$ cat config.mk
export PLATFORM = sky130hd
export DESIGN_NAME = ifetch
export DESIGN_NICKNAME = d
export VERILOG_FILES = /design/src/rtl/ifetch.sv
export SDC_FILE = /design/constraint.sdc
export NUM_CORES = 1
export LEC_CHECK = 0
export BUFFER_PORTS_ARGS = -buffer_cell sky130_fd_sc_hd__buf_2
export CORE_UTILIZATION = 51
export DETAILED_ROUTE_END_ITERATION = 8
export PLACE_DENSITY_LB_ADDON = 0.1
export SLEW_MARGIN = 10
export SYNTH_ARGS = -nofsm -noshare
export SYNTH_HDL_FRONTEND = slang
export SYNTH_SLANG_ARGS = --single-unit
$ cat constraint.sdc
create_clock -name clk -period 9 [get_ports clk]
set_clock_uncertainty 0.15 [all_clocks]
set_input_delay 2.25 -clock clk [delete_from_list [all_inputs] [get_ports clk]]
set_output_delay 2.25 -clock clk [all_outputs]
set_load 0.1 [all_outputs]
$ cat src/rtl/ifetch.sv
// Instruction fetch: PC register, credit-limited in-order word fetch, and a small
// {inst, pc} FIFO toward decode. Redirects flush the FIFO and drop stale responses.
module ifetch #(
  parameter logic [63:0] RESET_PC = 64'h0000_0000_0000_0000,
  parameter int          DEPTH    = 4
) (
  input  logic        clk,
  input  logic        rst,
  output logic        imem_req_valid,
  input  logic        imem_req_ready,
  output logic [63:0] imem_req_addr,
  input  logic        imem_rsp_valid,
  input  logic [31:0] imem_rsp_data,
  input  logic        redirect_valid,
  input  logic [63:0] redirect_pc,
  output logic        inst_valid,
  input  logic        inst_ready,
  output logic [31:0] inst,
  output logic [63:0] inst_pc
);
  localparam int CW = $clog2(DEPTH + 1);
  localparam int AW = $clog2(DEPTH);

  typedef struct packed {
    logic [31:0] inst;
    logic [63:0] pc;
  } fetch_ent_t;

  logic [63:0]                  pc;
  fetch_ent_t [DEPTH-1:0]       fifo;
  logic [DEPTH-1:0][63:0]       pcq;
  logic [AW-1:0]                rd_ptr, wr_ptr, pq_rd, pq_wr;
  logic [CW-1:0]                count, outstanding, stale;
  logic [CW:0]                  credit_use;
  logic                         req_fire, deq, enq, drop;
  logic                         unused_ok;

  assign unused_ok = ^redirect_pc[1:0];

  // Credit covers both buffered entries and in-flight requests, so the FIFO can
  // never overflow even when stale responses are still on their way back.
  assign credit_use     = {1'b0, outstanding} + {1'b0, count} - (CW+1)'(deq);
  assign imem_req_valid = !rst && !redirect_valid && (credit_use < (CW+1)'(DEPTH));
  assign imem_req_addr  = rst ? RESET_PC : pc;
  assign req_fire       = imem_req_valid && imem_req_ready;

  assign inst_valid = !rst && (count != '0) && !redirect_valid;
  assign deq        = inst_valid && inst_ready;
  assign inst       = fifo[rd_ptr].inst;
  assign inst_pc    = fifo[rd_ptr].pc;

  assign enq  = imem_rsp_valid && !redirect_valid && (stale == '0);
  assign drop = imem_rsp_valid && !redirect_valid && (stale != '0);

  always_ff @(posedge clk) begin
    if (rst) begin
      pc          <= RESET_PC;
      count       <= '0;
      outstanding <= '0;
      stale       <= '0;
      rd_ptr      <= '0;
      wr_ptr      <= '0;
      pq_rd       <= '0;
      pq_wr       <= '0;
    end else begin
      if (redirect_valid)
        pc <= {redirect_pc[63:2], 2'b00};
      else if (req_fire)
        pc <= pc + 64'd4;

      if (req_fire)       pq_wr <= pq_wr + AW'(1);
      if (imem_rsp_valid) pq_rd <= pq_rd + AW'(1);
      outstanding <= outstanding + CW'(req_fire) - CW'(imem_rsp_valid);

      // A response landing in the redirect cycle is itself stale, hence the subtract.
      if (redirect_valid)
        stale <= outstanding - CW'(imem_rsp_valid);
      else if (drop)
        stale <= stale - CW'(1);

      if (redirect_valid) begin
        count  <= '0;
        rd_ptr <= '0;
        wr_ptr <= '0;
      end else begin
        if (enq) wr_ptr <= wr_ptr + AW'(1);
        if (deq) rd_ptr <= rd_ptr + AW'(1);
        count <= count + CW'(enq) - CW'(deq);
      end
    end
  end

  // Storage arrays carry no reset; validity is tracked by the pointers above.
  always_ff @(posedge clk) begin
    if (req_fire) pcq[pq_wr] <= pc;
    if (enq && !rst) fifo[wr_ptr] <= '{inst: imem_rsp_data, pc: pcq[pq_rd]};
  end
endmodule

Yosys cells after proc, flatten, opt, wreduce, memory -nomap -nowiden
Index checks and enable logic that the tools add are counted.
{"block": "word_totals", "regBits": 721, "input_bits": 102, "elab_cells": 76}
{"block": "classes", "addsub": 13, "order_cmp": 7, "muxes": 15, "n_reduce_logical": 20}
{"op": "$bwmux 384", "count": 1}
{"op": "$mux 64", "count": 5}
{"op": "$bwmux 256", "count": 1}
{"op": "$bmux 96 s2", "count": 1}
{"op": "$demux 96 s2", "count": 1}
{"op": "$mux 96", "count": 2}
{"op": "$bmux 64 s2", "count": 1}
{"op": "$demux 64 s2", "count": 1}
{"op": "$add 64x3->64 const B", "count": 1}
{"op": "$logic_and 1x1->1", "count": 12}
{"op": "$lt 2x3->1 const B", "count": 4}
{"op": "$sub 3x1->3", "count": 3}
{"op": "$add 2x1->2 const B", "count": 4}
{"op": "$add 3x1->3", "count": 2}
{"op": "$mux 3", "count": 2}
{"op": "$reduce_bool 3->1", "count": 2}
{"op": "$add 3x3->4", "count": 1}
{"op": "$ge 2x1->1 const B", "count": 2}
{"op": "$lt 4x3->1 const B", "count": 1}
{"op": "$reduce_bool 2->1", "count": 2}
{"op": "$sub 4x1->4", "count": 1}
{"op": "$logic_not 3->1", "count": 1}
{"op": "$sub 3x1->3 const B", "count": 1}
{"op": "$logic_not 1->1", "count": 2}
{"op": "$reduce_or 2->1", "count": 1}

Depth between registers and ports, before layout
{"block": "logic_depth", "word_depth": 10, "depth_mapped": 22}

Least setup slack after synthesis
No wires, ideal clock.
{"block": "synth_timing", "path_kind": "input-to-output", "start": "input rst", "end": "output imem_req_valid", "t_arrival_ns": 7.083, "setup_slack_ns": -0.483, "path_stages": 11, "cell_sequence": "buf_6 > or2_2 > clkbuf_1 > nor2_1 > and2_1 > ha_1 > inv_1 > ha_1 > and3b_1 > or4_1 > a21oi_1"}
{"block": "synth_via", "elab_chain_cells": 7, "elab_cells_between_ends": 8, "cone_classes": "1 x add/sub; 1 x order compare; 6 x reduce/logical"}
{"item": "from (decl)", "line_no": "8", "source": "input logic rst,"}
{"item": "$logic_not 1->1", "line_no": "47", "source": "assign inst_valid = !rst && (count != '0) && !redirect_valid;"}
{"item": "$logic_and 1x1->1 (2 in a row)", "line_no": "47"}
{"item": "via inst_valid", "line_no": "16", "source": "output logic inst_valid,"}
{"item": "$logic_and 1x1->1", "line_no": "48", "source": "assign deq = inst_valid && inst_ready;"}
{"item": "via deq", "line_no": "35", "source": "logic req_fire, deq, enq, drop;"}
{"item": "$sub 4x1->4", "line_no": "42", "source": "assign credit_use = {1'b0, outstanding} + {1'b0, count} - (CW+1)'(deq);"}
{"item": "$lt 4x3->1", "line_no": "43", "source": "assign imem_req_valid = !rst && !redirect_valid && (credit_use < (CW+1)'(DEPTH));"}
{"item": "$logic_and 1x1->1", "line_no": "43"}
{"item": "to (decl)", "line_no": "9", "source": "output logic imem_req_valid,"}
The timed path passes the listed nets, and every way through them passes these cells.

Final worst setup path
{"block": "layout_timing", "start": "input rst", "end": "output imem_req_valid"}
{"block": "layout_via", "elab_chain_cells": 7, "elab_cells_between_ends": 8, "cone_classes": "1 x add/sub; 1 x order compare; 6 x reduce/logical"}
{"item": "$logic_not 1->1", "line_no": "47"}
{"item": "$logic_and 1x1->1 (2 in a row)", "line_no": "47"}
{"item": "$logic_and 1x1->1", "line_no": "48"}
{"item": "via deq", "line_no": "35"}
{"item": "$sub 4x1->4", "line_no": "42"}
{"item": "$lt 4x3->1", "line_no": "43"}
{"item": "$logic_and 1x1->1", "line_no": "43"}
The timed path passes the listed nets, and every way through them passes these cells.

==> results.yml <==
global_route:
  grt_pass1_vias: 15000
  track_usage: 0.226
  grt_pass1_wl_um: 92500
  grt_max_degree: 88
  grt_overflow: 0
  antenna_found_initial: 1
floorplan:
  ioPinCount: 264
  floorplan.initialDensity: 0.521
  rows: 84
  core_mm2: 0.0531
  die_height_um: 235
  dieArea_mm2: 0.0551
  die_w_um: 235
detailed_routing:
  drc_errors: 0
  top_layer_used: "met4"
  avgRoutedWirePerCell_um: 24.4
  antenna_left: 0
  routed_wl_um: 61300
  drt_iter0_drc: 1074
  firstDrtPassIters: 5
  dr_wl_met2_um: 29400
  met1_length_um: 26900
  via_per_inst: 5.84
  dr_total_vias: 14700
  dr_wl_met3_um: 3360
timing:
  setup_viol: 0
  fmax_mhz: 129
  tightest_slew_ps: 1150
  hold_slack_ps: 363
  slew_headroom: 0.231
  fin_crit_sh: 0.860
  timing.final.ws_setup_ps: 1260
  hold_viol: 0
  slew_viol_final: 0
  final.setup.tns_ps: 0
  rsz0062_at_grt: "false"
  min_period_ps: 7740
final_layout:
  area_growth_pct: 15.5
  seqCellArea_mm2: 0.0203
  multi_input_area_mm2: 0.00693
  nFillCells: 3971
  final_cells: 2512
  layout_common_cells: "edfxtp_1, buf_2, mux4_2, clkbuf_16, dfxtp_1"
  final_common_cell: "edfxtp_1"
  finalInstanceArea_mm2: 0.0319
  drive_above_1_share: 0.305
  nets: 1896
  n_antenna_cell: 0
critical_path:
  cp.arrival_ps: 5340
  startpoint_type: "input port"
  path_delay_family: "simple AND/OR/NAND/NOR gates"
  worst-path-buf-inv: 3
  required_ps: 6600
  end_kind: "primary output"
  slowest_stage: "buf_4"
  crit_chain: "buf_4 > or2_2 > nor2_1 > and2_1 > ha_1 > inv_1 > ha_1 > and3b_1 > or4_1 > a21oi_2 > buf_2"
  cp_max_fo: 65
  max_stage_delay_ps: 530
  criticalPathCategory: "input port to primary output"
  cp_common_cell: "ha_1"
outcome:
  outcome: "finished clean"
power_and_ir_drop:
  p_sw_uw: 1770
  p_seq_frac: 0.516
  ir_drop_mv: 0.146
  power_frac_clock: 0.391
  power.density_mw_per_mm2: 227
  internal_power_uw: 5500
  p_leak_uw: 0.0106
  comb_power_share: 0.093
  switching_share: 0.243
synthesis:
  yosysWarnings: 0
  seq_area_frac_synth: 0.735
  synth_area_mm2: 0.0276
  synthCells: 1495
  synth_seq_cells: 703
  synthArstFlopShare: 0
  synth-edff-count: 624
  syn_area_per_cell_um2: 18.5
  ys.flop_type: "edfxtp_1"
  ys_types: 63
cts:
  clkTransAtPathRegs_ps: 60
  clock_sinks: 703
  clockRootBuffer: "clkbuf_16"
  clkLatencyLatePin_ps: 610
  cts_buffers: 73
  cts_max_path_buffers: 3
  cts_max_level: 3
  post-cts-setup-buffer-count: 0
  cts_hold_buf: 0
  cts_tree: "done"
  cts_resized: 0
placement:
  io_buffers: 257
  placed_cells: 2383
  placed_area_mm2: 0.0297
  dpl_worst_slack_ps: 1270
  hpwlAfterDp_um: 37600
  place.gp.congestion: 0.857
worst_hold_path:
  hp-class: "flop to flop"
flow_run:
  drv_cap: 0
-- layout make-up --
| cell class | count | share of cell area |
|---|---|---|
| Sequential cell | 703 | 0.637 |
| Multi-Input combinational cell | 689 | 0.217 |
| Clock buffer | 96 | 0.0628 |
| Timing Repair Buffer | 275 | 0.0458 |
| Tap cell | 688 | 0.0269 |
| Clock inverter | 33 | 0.00791 |
| Inverter | 28 | 0.00329 |
-- synth_stat cells, types with 22 or more instances --
cell type  number  area [um2]
nand2_1        67         251
clkbuf_1       48         180
nand3_1        27         135
a211oi_1       32         240
nor3_1         24         120
inv_1          26        97.6
edfxtp_1      624       18700
nor2_1         72         270
mux4_2        156        3510
ha_1           22         275
xnor2_1        38         333
buf_1          22        82.6
nor2b_1        61         382
dfxtp_1        79        1580
-- worst reg2reg max path: cells and delay by family, from the launching register on --
family	cells	cell delay, ps
XOR/XNOR	2	340
adder cells (fa/ha/maj)	5	1280
flip-flops	1	410
buffers and inverters	3	160
AND/OR/NAND/NOR	7	1790
-- per-stage QoR --
step	power, uW	utilization
2_1_floorplan	4310	-
3_3_place_gp	4480	0.559
3_5_place_dp	4500	0.559
4_1_cts	7340	0.602
5_1_grt	7500	0.602
6_report	7260	0.602
-- flip-flops by register name (all words and copies together), names as in the netlist --
name	count
count	3
fifo	376
outstanding	3
pc	62
pcq	248
pq_rd	2
pq_wr	2
rd_ptr	2
stale	3
wr_ptr	2
-- logic make-up after synthesis --
family | count (synthesis) | synth area share
fa+ha+maj | 24 | 0.0114
compound gates | 97 | 0.0246
flops | 703 | 0.735
other cells | 1 | 0.000136
mux | 163 | 0.130
simple gates | 344 | 0.0655
buf+inv | 106 | 0.0156
xor+xnor | 57 | 0.0181
-- power groups by stage --
stage | logic, uW | registers, uW | clock network [uW]
2_1_floorplan | 525 | 3780 | 0
3_3_place_gp | 667 | 3810 | 0
3_5_place_dp | 678 | 3820 | 0
4_1_cts | 681 | 3750 | 2910
5_1_grt | 716 | 3760 | 3020
6_report | 673 | 3750 | 2840
-- layer usage --
metal / track usage / up-vias
met5: 0 / -
met4: 0.0857 / 0
met3: 0.0397 / 104
met2: 0.357 / 479
met1: 0.316 / 7582
li1: - / 6503
-- final timing paths --
kind / to / start / slack (ps) / depth (start not counted)
hold / removal: pq_wr[1] / pq_wr[1] / 360 / 2
setup reg to reg: outstanding[2] / count[1] / 4740 / 17
hold reg to reg: pq_wr[1] / pq_wr[1] / 360 / 2
setup / recovery: imem_req_valid / rst / 1260 / 11
(Power assumes the default switching activity.)
